[src/rtl/sat_addsub_pipe.sv]
// Segmented, pipelined saturating adder/subtractor with N/Z/V/C flags.
// One SW-bit segment is added per stage; carries cross segments only through registers.
module sat_addsub_pipe #(
    parameter int unsigned WIDTH = 16,
    parameter int unsigned SEGS  = 4
) (
    input  logic             clk,
    input  logic             rst,
    input  logic             in_valid,
    output logic             in_ready,
    input  logic [WIDTH-1:0] a,
    input  logic [WIDTH-1:0] b,
    input  logic             sub,
    input  logic             sat_en,
    output logic             out_valid,
    input  logic             out_ready,
    output logic [WIDTH-1:0] result,
    output logic             flag_n,
    output logic             flag_z,
    output logic             flag_v,
    output logic             flag_c
);

    localparam int unsigned SW = WIDTH / SEGS;

    logic             advance;
    logic [WIDTH-1:0] b_eff;

    assign advance  = ~out_valid | out_ready;
    assign in_ready = advance;
    assign b_eff    = sub ? ~b : b;

    for (genvar k = 0; k < SEGS; k++) begin : g_stage
        // OW: operand bits not yet consumed; DW: sum bits complete after this stage
        localparam int unsigned OW = WIDTH - k * SW;
        localparam int unsigned DW = (k + 1) * SW;

        logic [OW-1:0] op_a;
        logic [OW-1:0] op_b;
        logic          cin;
        logic          sat;
        logic          vin;
        logic [SW:0]   seg;
        logic [DW-1:0] sum;

        if (k == 0) begin : g_src
            assign op_a = a;
            assign op_b = b_eff;
            assign cin  = sub;
            assign sat  = sat_en;
            assign vin  = in_valid;
            assign sum  = seg[SW-1:0];
        end else begin : g_src
            assign op_a = g_stage[k-1].g_reg.r_a;
            assign op_b = g_stage[k-1].g_reg.r_b;
            assign cin  = g_stage[k-1].g_reg.r_c;
            assign sat  = g_stage[k-1].g_reg.r_sat;
            assign vin  = g_stage[k-1].g_reg.r_valid;
            assign sum  = {seg[SW-1:0], g_stage[k-1].g_reg.r_sum};
        end

        assign seg = {1'b0, op_a[SW-1:0]} + {1'b0, op_b[SW-1:0]} + (SW + 1)'(cin);

        if (k < SEGS - 1) begin : g_reg
            logic [OW-SW-1:0] r_a;
            logic [OW-SW-1:0] r_b;
            logic [DW-1:0]    r_sum;
            logic             r_c;
            logic             r_sat;
            logic             r_valid;

            always_ff @(posedge clk) begin
                if (rst) begin
                    r_valid <= 1'b0;
                    r_a     <= '0;
                    r_b     <= '0;
                    r_sum   <= '0;
                    r_c     <= 1'b0;
                    r_sat   <= 1'b0;
                end else if (advance) begin
                    r_valid <= vin;
                    r_a     <= op_a[OW-1:SW];
                    r_b     <= op_b[OW-1:SW];
                    r_sum   <= sum;
                    r_c     <= seg[SW];
                    r_sat   <= sat;
                end
            end
        end else begin : g_out
            logic             a_msb;
            logic             b_msb;
            logic             ovf;
            logic [WIDTH-1:0] res;

            // The top segment still carries both operand sign bits
            assign a_msb = op_a[SW-1];
            assign b_msb = op_b[SW-1];
            assign ovf   = (a_msb == b_msb) && (sum[WIDTH-1] != a_msb);
            assign res   = (ovf && sat) ? {a_msb, {(WIDTH-1){~a_msb}}} : sum;

            always_ff @(posedge clk) begin
                if (rst) begin
                    out_valid <= 1'b0;
                    result    <= '0;
                    flag_n    <= 1'b0;
                    flag_z    <= 1'b0;
                    flag_v    <= 1'b0;
                    flag_c    <= 1'b0;
                end else if (advance) begin
                    out_valid <= vin;
                    result    <= res;
                    flag_n    <= res[WIDTH-1];
                    flag_z    <= (res == '0);
                    flag_v    <= ovf;
                    flag_c    <= seg[SW];
                end
            end
        end
    end

endmodule

[config.mk]
export PLATFORM = sky130hd
export DESIGN_NAME = sat_addsub_pipe
export DESIGN_NICKNAME = d
export VERILOG_FILES = /design/src/rtl/sat_addsub_pipe.sv
export SDC_FILE = /design/constraint.sdc
export NUM_CORES = 1
export LEC_CHECK = 0
export BUFFER_PORTS_ARGS = -buffer_cell sky130_fd_sc_hd__buf_2
export CORE_ASPECT_RATIO = 1.2
export CORE_UTILIZATION = 59
export DETAILED_ROUTE_END_ITERATION = 7
export GPL_TIMING_DRIVEN = 0
export PLACE_DENSITY = 0.82
export SKIP_LAST_GASP = 1
export SLEW_MARGIN = 30
export SYNTH_ARGS = -nofsm -noshare
export SYNTH_HDL_FRONTEND = slang
export SYNTH_SLANG_ARGS = --single-unit
[constraint.sdc]
create_clock -name clk -period 5.3 [get_ports clk]
set_clock_uncertainty 0.05 [all_clocks]
set_input_delay 0.265 -clock clk [delete_from_list [all_inputs] [get_ports clk]]
set_output_delay 0.265 -clock clk [all_outputs]
set_load 0.01 [all_outputs]
Word-level counts from Yosys, hierarchy flattened. Cells that the tools add are included.

Flip-flop bits (word level): 102. Output and inout bits: 22.

$add $sub $neg: 8. Eq/ne operators: 2. Mux-type cells: 2. Bitwise logic cells: 4. Reduce and logical (&&, ||, !) cells: 3.

Operators by type and width (count): $mux 16 (2); $add 4x4->5 (4); $add 5x1->5 (4); $logic_not 16->1 (1); $not 16->16 (1); $logic_and 1x1->1 (2); $not 1->1 (2); $eq 1x1->1 (1); $ne 1x1->1 (1); $or 1x1->1 (1).

Logic depth before layout (Yosys ltp). Gate-level depths: netlist of the first run.

Depth in word-level cells: 7. Gate-level depth with buffers: 8. Mapped depth without buffers: 7.

Worst setup path before layout of the first run. Ideal clock, no wire load.

Path kind: input to register. Start: input port sub. End: register g_stage[0].g_reg.r_c. Setup time: 0.134 ns. Arrival time: 1.725 ns. Slack: 3.391 ns. Stages: 7. Cell sequence: buf_2 -> buf_2 -> xor2_1 -> fa_1 -> a21o_1 -> a211oi_1 -> a211oi_1.

Word-level cells in the longest chain between the ends: 3.

RTL lines: start, declared (RTL line 13) `input logic sub,`; $mux 16 (RTL line 31) `assign b_eff = sub ? ~b : b;`; $add 4x4->5 (RTL line 62) `assign seg = {1'b0, op_a[SW-1:0]} + {1'b0, op_b[SW-1:0]} + (SW + 1)'(cin);`; $add 5x1->5 (*) (RTL line 62); end signal, assigned (RTL line 85) `r_c <= seg[SW];`; end, declared (RTL line 68) `logic r_c;`.

Every way passes the cells marked *; elsewhere a longest branch is shown, timed or not. A chain may end at the register's enable or synchronous reset.

Worst setup path after layout of the first run.
Start: register out_valid. End: output port in_ready.

Word-level cells in the longest chain between the ends: 2.

RTL lines: start, declared (RTL line 15) `output logic out_valid,`; start signal, assigned (RTL line 110) `out_valid <= vin;`; $not 1->1 (RTL line 29) `assign advance = ~out_valid | out_ready;`; $or 1x1->1 (RTL line 29); end, declared (RTL line 10) `output logic in_ready,`.

No other way between the ends.

==> results of run 1 <==
==> critical path: cells and delay by family (launching register included) <==
family	cells	cell delay, ns
buf+inv	4	1.00
flops	1	0.32
simple gates	1	0.16
==> placed cells by master (no fill, tap or decap), drive strengths merged, types with 6 or more instances in the layout <==
master and n:
clkbuf 35, dfxtp 101, a21o 6, o221a 15, inv 14, buf 68, xnor2 16, fa 7
a211oi 26, a21oi 62, nor2 24, nand2 117, ha 12
==> worst min-delay path by stage <==
stage | endpoint | start | slack (ns)
finish | g_stage[0].g_reg.r_a[9] | a[13] | 0.1
CTS | g_stage[0].g_reg.r_a[10] | a[14] | 0.09
floorplan | g_stage[0].g_reg.r_a[0] | a[4] | 0.36
global placement | g_stage[1].g_reg.r_sat | g_stage[1].g_reg.r_sat | 0.39
detailed placement | g_stage[0].g_reg.r_valid | g_stage[0].g_reg.r_valid | 0.40
global route | g_stage[0].g_reg.r_a[10] | a[14] | 0.1
==> registers in the layout (all words and copies together), names as in the netlist <==
name,cells
g_stage.g_reg.r_a,24
g_stage.g_reg.r_c,3
result,16
g_stage.g_reg.r_b,24
g_stage.g_reg.r_sat,3
g_stage.g_reg.r_valid,3
flag_c,1
flag_v,1
g_stage.g_reg.r_sum,24
out_valid,1
flag_z,1
==> stage by stage <==
step	util, %	std cells
2_1_floorplan	-	481
3_3_place_gp	67.1	625
3_5_place_dp	67.1	625
4_1_cts	69.8	640
5_1_grt	69.8	640
6_report	69.8	640
==> layout make-up <==
class / count / area (sq um)
Tap cell: 87 / 109
Buffer: 36 / 149
Inverter: 14 / 52.6
Fill cell: 560 / 2080
Sequential cell: 101 / 2020
Timing Repair Buffer: 57 / 285
Clock buffer: 10 / 128
Multi-Input combinational cell: 330 / 2010
Clock inverter: 5 / 61.3
==> cells by family after synthesis <==
logic type,share of synthesized area (%)
DFF,47.8
and+or+nand+nor,16.1
adders and majority gates,6.86
AOI/OAI and AO/OA,19.9
buffers and inverters,4.76
muxes,0.266
xor gates and xnor gates,4.35
==> report_power, final <==
part           internal (mW)  switching (mW)
registers              0.808          0.0314
logic                 0.0814          0.0912
clock network          0.218           0.260
total                   1.11           0.383
==> routing by layer <==
layer  GRT usage (%)  vias up
met5               0        -
met4            12.6        0
met3            4.93       22
met2            48.5      108
met1            30.3     1655
li1                -     1776
==> results.ini, run 1 <==
[status]
run_status = finished, final reports clean

[timing]
post-route-min-period_ns = 2.14
max_slew.worst_pin.slew_ns = 0.606
final-hold-violation-count = 0
finalSetupTns_ns = 0
finalHoldWorstSlack_ns = 0.0963
maxSlewHeadroom_pct = 59.6
fin_ws_ns = 3.16
timing.fmax_ghz = 0.468
period_share_pct = 40.4
setup_repair_after_global_routing_missed_its_margin = no
setup-violations-final = 0
report.final.slew_viol_count = 0

[synth]
synth_edf_count = 0
mappedNetlistNets = 538
yosysMostFrequentCell = sky130_fd_sc_hd__nand2_1
cell_type_with_the_highest_aggregate_area_in_the_netlist = sky130_fd_sc_hd__dfxtp_1
synth.cells.most_frequent = 117 x sky130_fd_sc_hd__nand2_1, 101 x sky130_fd_sc_hd__dfxtp_1, 61 x sky130_fd_sc_hd__a21oi_1
proportion_of_synthesized_chip_area_in_sequential_cells_pct = 47.8
synthesis.yosys.warnings = 0
asyncSetResetFlopFracSynth_pct = 0
postSynthAreaPerCell_sq_um = 8.80
synth_top_cells_by_area = sky130_fd_sc_hd__dfxtp_1 48%, sky130_fd_sc_hd__nand2_1 10%, sky130_fd_sc_hd__a21oi_1 7.2%
synth_top_cell_area_share_pct = 47.8
distinct_cell_type_count_of_the_synthesized_netlist = 42
syn_inst = 481
synth.cell_area_sq_um = 4230
synth_ff_type = sky130_fd_sc_hd__dfxtp_1
ys_ff_latch = 101

[die]
die_width_um = 79.3
core_area_sq_um = 6900
fp.dieH_um = 94.8
row_count = 33
initial_utilization_pct = 61.4
ios = 60
total_die_area_sq_um = 7520

[route]
drtIter0Drc = 153
highest-signal-layer = met4
drt-vias-per-instance = 5.56
antenna_violating_nets_left = 0
wirelength_um = 9260
wl_met3_um = 376
post_drt_wl_per_cell_um = 14.5
num_vias = 3561
met1_length_um = 3850
first_pass_iters = 4
met2_wirelength_um = 4760
drc = 0

[worst_setup_path]
cp_slowest_stage_delay_ns = 0.38
worst_endpoint_required_time_ns = 4.99
path_max_fanout = 10
timing.critical_path.to_type = primary output
timing.critical_path.mode_cell = sky130_fd_sc_hd__buf_2
worst_r2r_dst = result[12]
timing.critical_path.slowest_stage_cell = sky130_fd_sc_hd__buf_1
worst_ep_arrival_time_ns = 1.82
timing.critical_path.cells = nor2b_2 -> clkinv_1 -> buf_2 -> buf_1 -> buf_2
worst-r2r-setup-slack_ns = 3.17
beginning_of_the_worst_register_to_register_path = g_stage[2].g_reg.r_a[3]
timing.critical_path.from_type = flop
cp-startpoint = out_valid
worst_setup_path_endpoint = in_ready
worst-setup-path-type = flop to primary output
worstRegToRegCells = 5

[min_path]
worst_hold_path.num_cells = 3
holdCritPathClass = input pin to flop

[global_routing]
groute.usage.overall_pct = 26.8
antenna_found_initial = 0
grt_pass1_wl_um = 15500
global_route.overflow_total = 0
grt_start_max_net_pins = 17
first_global_vias = 3447

[clock_tree]
hold_fix_buffer_count_after_cts = 0
cts_setup_buffers = 0
number_of_cts_inserted_buffers = 9
tritoncts = built
cts_root_buf = sky130_fd_sc_hd__clkbuf_8
path_clk_slew_ns = 0.10
clock_insertion_delay_worst_skew_ns = 0.36
htreeDepth = 3
numClockSinks = 101
ctsLongestPathBuffers = 2
cts_repair_resize_count = 0

[power]
vdd_ir_drop_max_v = 0.000157
report.power.total_mw = 1.49
power.density_nw_per_um2 = 309
power.static_leakage_nw = 2.02

[placement]
place.gp.congestion = 0.888
place_hpwl_um = 7080
io_buffers = 57
placed_cell_area_sq_um = 4630
pre_cts_slack_ns = 3.17

[finish]
area_growth_pct = 13.8
final_design_area_no_fill_sq_um = 4820
antenna-diode-count = 0
layout-drive-gt1-share_pct = 17.7
num-nets-final = 606

[run]
maxCapViolations = 0

Power figures use the tool's default switching activity.
==> inputs of run 2 (changes only) <==
--- a/config.mk
+++ b/config.mk
@@ -7,10 +7,10 @@
 export LEC_CHECK = 0
 export BUFFER_PORTS_ARGS = -buffer_cell sky130_fd_sc_hd__buf_2
 export CORE_ASPECT_RATIO = 1.2
-export CORE_UTILIZATION = 59
+export CORE_UTILIZATION = 57
 export DETAILED_ROUTE_END_ITERATION = 7
 export GPL_TIMING_DRIVEN = 0
-export PLACE_DENSITY = 0.82
+export PLACE_DENSITY = 0.79
 export SKIP_LAST_GASP = 1
 export SLEW_MARGIN = 30
 export SYNTH_ARGS = -nofsm -noshare
==> constraint.sdc (replaced) <==
create_clock -name clk -period 2.1 [get_ports clk]
set_clock_uncertainty 0.05 [all_clocks]
set_input_delay 0.105 -clock clk [delete_from_list [all_inputs] [get_ports clk]]
set_output_delay 0.105 -clock clk [all_outputs]
set_load 0.01 [all_outputs]
==> results.ini, run 2 (synthesis gave the netlist of run 1 again) <==
[status]
run_status = finished, final reports clean

[global_routing]
global_route.overflow_total = 0
first_global_vias = 3376
antenna_found_initial = 0
grt_start_max_net_pins = 18
groute.usage.overall_pct = 26.9
grt_pass1_wl_um = 15500

[finish]
area_growth_pct = 21.2
layout-drive-gt1-share_pct = 18.1
antenna-diode-count = 0
layoutNonFillerInstCount = 671
final_common_cell = sky130_fd_sc_hd__nand2_1
reg.largest.list = g_stage.g_reg.r_a: 24 flops, g_stage.g_reg.r_b: 24 flops, g_stage.g_reg.r_sum: 24 flops
fin_util_pct = 71.0
num-nets-final = 633
mostFrequentLayoutCells = 117 x sky130_fd_sc_hd__nand2_1, 100 x sky130_fd_sc_hd__dfxtp_1, 61 x sky130_fd_sc_hd__buf_2
final_design_area_no_fill_sq_um = 5130

[clock_tree]
ctsLongestPathBuffers = 2
cts_root_buf = sky130_fd_sc_hd__clkbuf_8
numClockSinks = 101
tritoncts = built
number_of_cts_inserted_buffers = 9
clock_insertion_delay_worst_skew_ns = 0.37
path_clk_slew_ns = 0.09
htreeDepth = 3

[power]
power.density_nw_per_um2 = 750
vdd_ir_drop_max_v = 0.000732
power.static_leakage_nw = 2.15
report.power.total_mw = 3.85

[worst_setup_path]
path_max_fanout = 10
timing.critical_path.to_type = flop
worst-path-buf-inv = 1
cp_slowest_stage_delay_ns = 0.41
worst_endpoint_required_time_ns = 2.37
worst_path_dominant_cell_family = compound AO/OA/AOI/OAI gates
worst_ep_arrival_time_ns = 2.28
worst-setup-path-type = flop to flop
timing.critical_path.cells = ha_1 -> or3b_1 -> o21ai_2 -> clkbuf_4 -> o221a_2
timing.critical_path.slowest_stage_cell = sky130_fd_sc_hd__or3b_1
timing.critical_path.from_type = flop

[timing]
final-hold-violation-count = 0
setup_repair_after_global_routing_missed_its_margin = yes
max_slew.worst_pin.slew_ns = 0.531
post-route-min-period_ns = 2.01
setup-violations-final = 0
fin_ws_ns = 0.0875
finalSetupTns_ns = 0
timing.fmax_ghz = 0.497
period_share_pct = 95.8
maxSlewHeadroom_pct = 64.6
report.final.slew_viol_count = 0
finalHoldWorstSlack_ns = 0.0447

[route]
first_pass_iters = 4
post_drt_wl_per_cell_um = 14.4
drtIter0Drc = 137
num_vias = 3580
drt-vias-per-instance = 5.34
antenna_violating_nets_left = 0
drc = 0
wirelength_um = 9660

[placement]
pre_cts_slack_ns = 0.0169
io_buffers = 57
place.gp.congestion = 0.811
place_hpwl_um = 7090
placed_cell_area_sq_um = 4630
post-place-cells = 628

[run]
maxCapViolations = 0

[die]
row_count = 34
die_width_um = 80.7
core_area_sq_um = 7230
total_die_area_sq_um = 7780
ios = 60
fp.dieH_um = 96.4
initial_utilization_pct = 58.5

[min_path]
holdCritPathClass = input pin to flop

-- run 2: where the power goes --
part	switching, mW	internal (mW)
sequential	0.0809	2.04
combinational	0.238	0.240
clock	0.679	0.569
total	0.998	2.85
-- run 2: layout make-up --
cell class / count / area [sq um]
buffer: 35 / 148
inverter: 14 / 52.6
clock inverter: 5 / 67.6
tap: 90 / 113
sequential: 101 / 2020
timing repair buffer: 85 / 561
multi-input combinational: 330 / 2040
fill: 604 / 2100
clock buffer: 11 / 131
-- run 2: routing by layer --
metal  track usage, %  up-vias  wire length (um)
met5                0        -                 0
met3             5.07       24               293
met2             48.5       72              4930
met4             16.1        0               338
li1                 -     1833                 -
met1             29.1     1651              4100
-- run 2: final timing paths --
kind,slack [ns],start,endpoint,depth (start not counted)
worst max register to register,0.09,g_stage[2].g_reg.r_a[3],result[8],5
worst max-delay path,0.09,g_stage[2].g_reg.r_a[3],result[8],5
worst min register to register,0.41,g_stage[0].g_reg.r_a[11],g_stage[0].g_reg.r_a[11],2
worst min-delay path,0.04,a[0],g_stage[0].g_reg.r_sum[0],3
-- run 2: timing repair --
| action | 4_1_cts | 5_1_grt |
|---|---|---|
| setup endpoints to repair | 11 | 12 |
| buffers inserted | 0 | 2 |
| hold buffers | 26 | 0 |
| endpoints found under the hold margin | 26 | 0 |
| resized for setup | 2 | 5 |
-- run 2: worst min-delay path: stages --
cell	delay, ns
sky130_fd_sc_hd__buf_2	0.10
sky130_fd_sc_hd__xnor2_1	0.13
sky130_fd_sc_hd__a211oi_1	0.08
